===== src/rtl/gray_ptr_fifo.sv =====
// 16x16 FIFO with Gray-coded pointers and 2-flop pointer synchronizers; rdata falls through combinationally.
// Full/empty are registered and pessimistic: the opposite pointer is seen 2 cycles late, so the FIFO never overflows or underflows.
module gray_ptr_fifo #(
  parameter int DATASIZE = 16,
  parameter int ADDRSIZE = 4
) (
  input  logic                clk,
  input  logic                rst,
  input  logic [DATASIZE-1:0] wdata,
  input  logic                winc,
  input  logic                rinc,
  output logic [DATASIZE-1:0] rdata,
  output logic                wfull,
  output logic                rempty
);

  localparam int DEPTH = 1 << ADDRSIZE;

  logic [DATASIZE-1:0] mem_q [DEPTH];

  logic [ADDRSIZE:0] wbin_q, wbin_d, wptr_q, wptr_d;
  logic [ADDRSIZE:0] rbin_q, rbin_d, rptr_q, rptr_d;
  logic [ADDRSIZE:0] rq1_wptr_q, rq2_wptr_q;
  logic [ADDRSIZE:0] wq1_rptr_q, wq2_rptr_q;
  logic              wfull_q, wfull_d;
  logic              rempty_q, rempty_d;
  logic              wr_en, rd_en;

  // Write side
  assign wr_en   = winc & ~wfull_q;
  assign wbin_d  = wbin_q + {{ADDRSIZE{1'b0}}, wr_en};
  assign wptr_d  = (wbin_d >> 1) ^ wbin_d;
  // Full when the next write pointer equals the synced read pointer with its two MSBs inverted.
  assign wfull_d = (wptr_d == {~wq2_rptr_q[ADDRSIZE:ADDRSIZE-1], wq2_rptr_q[ADDRSIZE-2:0]});

  // Read side
  assign rd_en    = rinc & ~rempty_q;
  assign rbin_d   = rbin_q + {{ADDRSIZE{1'b0}}, rd_en};
  assign rptr_d   = (rbin_d >> 1) ^ rbin_d;
  assign rempty_d = (rptr_d == rq2_wptr_q);

  always_ff @(posedge clk) begin
    if (wr_en) begin
      mem_q[wbin_q[ADDRSIZE-1:0]] <= wdata;
    end
  end

  assign rdata  = mem_q[rbin_q[ADDRSIZE-1:0]];
  assign wfull  = wfull_q;
  assign rempty = rempty_q;

  always_ff @(posedge clk or posedge rst) begin
    if (rst) begin
      wbin_q  <= '0;
      wptr_q  <= '0;
      wfull_q <= 1'b0;
    end else begin
      wbin_q  <= wbin_d;
      wptr_q  <= wptr_d;
      wfull_q <= wfull_d;
    end
  end

  always_ff @(posedge clk or posedge rst) begin
    if (rst) begin
      rbin_q   <= '0;
      rptr_q   <= '0;
      rempty_q <= 1'b1;
    end else begin
      rbin_q   <= rbin_d;
      rptr_q   <= rptr_d;
      rempty_q <= rempty_d;
    end
  end

  // Kept as true synchronizers so the two sides can move to separate clocks later.
  always_ff @(posedge clk or posedge rst) begin
    if (rst) begin
      rq1_wptr_q <= '0;
      rq2_wptr_q <= '0;
      wq1_rptr_q <= '0;
      wq2_rptr_q <= '0;
    end else begin
      rq1_wptr_q <= wptr_q;
      rq2_wptr_q <= rq1_wptr_q;
      wq1_rptr_q <= rptr_q;
      wq2_rptr_q <= wq1_rptr_q;
    end
  end

endmodule


===== config.mk =====
export PLATFORM = sky130hd
export DESIGN_NAME = gray_ptr_fifo
export DESIGN_NICKNAME = d
export VERILOG_FILES = /design/src/rtl/gray_ptr_fifo.sv
export SDC_FILE = /design/constraint.sdc
export NUM_CORES = 1
export LEC_CHECK = 0
export CAP_MARGIN = 20
export CORE_MARGIN = 3
export CORE_UTILIZATION = 56
export DETAILED_ROUTE_END_ITERATION = 7
export HOLD_SLACK_MARGIN = 0.03
export PLACE_DENSITY = 0.74
export SKIP_CTS_REPAIR_TIMING = 1
export SLEW_MARGIN = 30
export SYNTH_ARGS = -nofsm -noshare
export SYNTH_HDL_FRONTEND = slang
export SYNTH_SLANG_ARGS = --single-unit

===== constraint.sdc =====
create_clock -name clk -period 4.2 [get_ports clk]
set_input_delay 0.84 -clock clk [delete_from_list [all_inputs] [get_ports clk]]
set_output_delay 0.84 -clock clk [all_outputs]
set_load 0.1 [all_outputs]

==> results.py <==
metrics = {
    "setup_path": {
        "start_kind": "flop",
        "worst_ep_arrival_time_ns": 2.86,
        "critical_path.reg2reg.startpoint": "rbin_q[1]",
        "timing.critical_path.required_ns": 3.36,
        "critPathMaxFanout": 18,
        "critPathCaptureType": "primary output",
        "cp-startpoint": "rbin_q[0]",
        "timing_worst_setup_path_type": "reg -> out",
    },
    "synthesis": {
        "syn-cell-area_um2": 11330,
        "synth_common_cells": "sky130_fd_sc_hd__edfxtp_1, sky130_fd_sc_hd__mux4_2, sky130_fd_sc_hd__dfrtp_1",
        "top_cell_type_by_total_area_after_synthesis": "sky130_fd_sc_hd__edfxtp_1",
        "syn_avg_cell_area_um2": 23.96,
        "nets_in_the_synthesized_netlist": 498,
        "synthesis.yosys.warnings": 0,
        "most_frequent_cell_after_synthesis": "sky130_fd_sc_hd__edfxtp_1",
        "yosysSeqAreaShare": 0.7669,
        "synth-async-reset-ratio": 0.1351,
        "post_synth_main_area_contributors": "sky130_fd_sc_hd__edfxtp_1, sky130_fd_sc_hd__dfrtp_1, sky130_fd_sc_hd__mux4_1, sky130_fd_sc_hd__mux4_2, sky130_fd_sc_hd__xor2_1",
        "post_synth_num_cell_types": 36,
        "post_synth_inst_count": 473,
        "synth-edff-count": 256,
        "ys_dominant_reg_cell": "sky130_fd_sc_hd__edfxtp_1",
        "synth.ff_latch_count": 296,
        "synth_largest_type_area_fraction": 0.6784,
    },
    "global_route": {
        "grt_first_pass_wirelength_um": 31950,
        "grt_pass1_vias": 5240,
        "global_route.usage.total": 0.1957,
        "globalRouteOverflowTotal": 0,
        "grt_max_degree": 41,
        "grt_antenna_before_repair": 1,
    },
    "power_and_ir_drop": {
        "power_leakage_nw": 4.479,
        "power.density_cell_area_nw_per_um2": 786.0,
        "vdd_drop_max_mv": 0.5429,
        "power.switching_fraction": 0.3595,
        "pwr-share-seq": 0.389,
        "p_total_mw": 10.28,
        "comb_power_share": 0.358,
        "share_clk_of_total_power": 0.253,
        "internal_power_mw": 6.586,
        "switchingPower_mw": 3.697,
    },
    "detailed_routing": {
        "routed_wl_um": 20680,
        "via_count": 5017,
        "viasPerCell": 6.030,
        "drc_errors": 0,
        "avgRoutedWirePerCell_um": 24.86,
        "initial_drc_count": 388,
        "remaining_antenna_violation_count": 0,
        "first_pass_iters": 4,
    },
    "placed_design": {
        "portBuffers": 37,
        "hpwl_um": 11650,
        "routabilityCongestion": 0.7249,
    },
    "final_layout": {
        "finish.net_count": 570,
        "multiInputGateArea_um2": 2520,
        "n_fill_cell": 1294,
        "flow.area_growth_from_synthesis_pct": 15.45,
        "layout.area.seq_um2": 8695,
        "diodes": 0,
        "final_layout_size_suffix_gt1_frac": 0.2681,
    },
    "sta": {
        "totalNegativeSetupSlack_ns": 0,
        "timing_hold_violations_final": 0,
        "timing.slew.headroom": 0.3530,
        "clock.fmax_mhz": 270.0,
        "final.min_clock_period_ns": 3.704,
        "rsz_0062_raised_after_global_routing": "no",
        "fin_skew_ns": 0.009219,
        "finalMaxSlewViolations": 0,
        "min_period_over_period": 0.8818,
        "final_setup_violations": 0,
        "tightestPinTransition_ns": 0.9675,
    },
    "job": {
        "max-cap-violations": 0,
    },
    "floorplan": {
        "floorplan.initialDensity": 0.5765,
        "floorplan.io_pins": 38,
        "placeableCoreArea_um2": 19650,
        "die_h_um": 148.2,
        "placementRows": 51,
        "die_area_um2": 21980,
        "floorplan.die.width_um": 148.2,
    },
    "cts": {
        "clock-sinks": 296,
        "clkLatencyLatePin_ns": 0.53,
        "clock_buffer_depth": 3,
        "cts_tree": "done",
        "clock_buffer_count_from_cts": 29,
        "htree_num_levels": 1,
        "clock_root_cell": "sky130_fd_sc_hd__clkbuf_16",
        "cts.reportedPaths.clkPinSlew_ns": 0.06,
    },
    "hold_path": {
        "hold_startpoint": "rptr_q[0]",
        "holdCritPathClass": "reg -> reg",
    },
    "outcome": {
        "outcome": "complete, no violations",
    },
}
[per-layer routing]
layer | vias to the layer above | GRT usage | part of all wire
li1 | 2145 | - | -
met5 | - | 0 | 0.00039
met3 | 36 | 0.03169 | 0.058
met4 | 2 | 0.05820 | 0.025
met1 | 2665 | 0.2840 | 0.41
met2 | 169 | 0.3165 | 0.50
[per-stage QoR]
step / area [um^2] / utilization / hold slack (ns) / setup WS, ns / cells
after floorplan: 11330 / - / 0.3312 / 0.6781 / 473
after global placement: 12100 / 0.6157 / 0.3339 / 1.024 / 779
after detailed placement: 12100 / 0.6157 / 0.3347 / 0.9528 / 779
after CTS: 13080 / 0.6656 / 0.3492 / 0.4537 / 832
after global routing: 13080 / 0.6656 / 0.3544 / 0.3968 / 832
final: 13080 / 0.6656 / 0.3469 / 0.4964 / 832
[logic make-up after synthesis]
| kind of cell | count (synthesis) | synth area share |
|---|---|---|
| AO/OA/AOI/OAI | 8 | 0.006404 |
| XOR/XNOR | 24 | 0.02098 |
| adder cells (fa/ha/maj) | 5 | 0.005521 |
| buffers and inverters | 25 | 0.01513 |
| flip-flops | 296 | 0.7669 |
| multiplexers | 80 | 0.1687 |
| AND/OR/NAND/NOR | 35 | 0.01634 |
[layout make-up]
class | count | share of cell area
Clock buffer | 38 | 0.06332
Clock inverter | 15 | 0.01167
Inverter | 5 | 0.001435
Multi-Input combinational cell | 152 | 0.1926
Sequential cell | 296 | 0.6647
Tap cell | 265 | 0.02535
Timing Repair Buffer | 61 | 0.04094
[sequential cells by signal, summed over array words and instances (netlist names)]
register	count
rptr_q	4
wq2_rptr_q	5
rq1_wptr_q	5
rempty	1
rbin_q	5
wfull	1
wq1_rptr_q	5
rq2_wptr_q	5
wptr_q	4
wbin_q	5
mem_q	256
[worst max-delay path, cell delays in order, from the launching register on]
cell,delay (ns)
sky130_fd_sc_hd__dfrtp_4,0.63
sky130_fd_sc_hd__buf_4,0.35
sky130_fd_sc_hd__mux4_1,0.61
sky130_fd_sc_hd__mux4_2,0.49
sky130_fd_sc_hd__buf_4,0.25
[placed cells by master (no fill, tap or decap), types with 3 or more instances in the layout]
cell / instances
sky130_fd_sc_hd__nor2b_1: 3
sky130_fd_sc_hd__xor2_1: 16
sky130_fd_sc_hd__clkinv_1: 4
sky130_fd_sc_hd__nor3_2: 4
sky130_fd_sc_hd__mux4_1: 36
sky130_fd_sc_hd__clkbuf_16: 30
sky130_fd_sc_hd__dfrtp_1: 37
sky130_fd_sc_hd__ha_1: 5
sky130_fd_sc_hd__mux4_2: 42
sky130_fd_sc_hd__edfxtp_1: 256
sky130_fd_sc_hd__xnor2_1: 6
sky130_fd_sc_hd__bufinv_16: 3
sky130_fd_sc_hd__clkdlybuf4s50_1: 21
sky130_fd_sc_hd__clkbuf_8: 4
sky130_fd_sc_hd__nor2_2: 12
sky130_fd_sc_hd__buf_4: 38
sky130_fd_sc_hd__clkinv_2: 6
sky130_fd_sc_hd__inv_1: 5
sky130_fd_sc_hd__nand3_1: 5
[power groups by stage]
stage                     Clock, mW  Sequential (mW)  Combinational, mW
after global placement            0             4.04               3.69
final                          2.60             4.00               3.68
after floorplan                   0             3.87               3.11
after global routing           2.78             4.05               3.86
after CTS                      2.66             4.01               3.74
after detailed placement          0             4.06               3.72
[worst paths after layout]
path / cells after the start / slack [ns] / endpoint
hold reg to reg: 0 / 0.35 / wq1_rptr_q[0]
max in group asynchronous: 3 / 3.10 / rbin_q[0]
hold / removal: 0 / 0.35 / wq1_rptr_q[0]
setup / recovery: 4 / 0.50 / rdata[4]
setup reg to reg: 5 / 1.78 / rempty
min in group asynchronous: 3 / 0.73 / wq1_rptr_q[1]
Power figures use the tool's default switching activity.
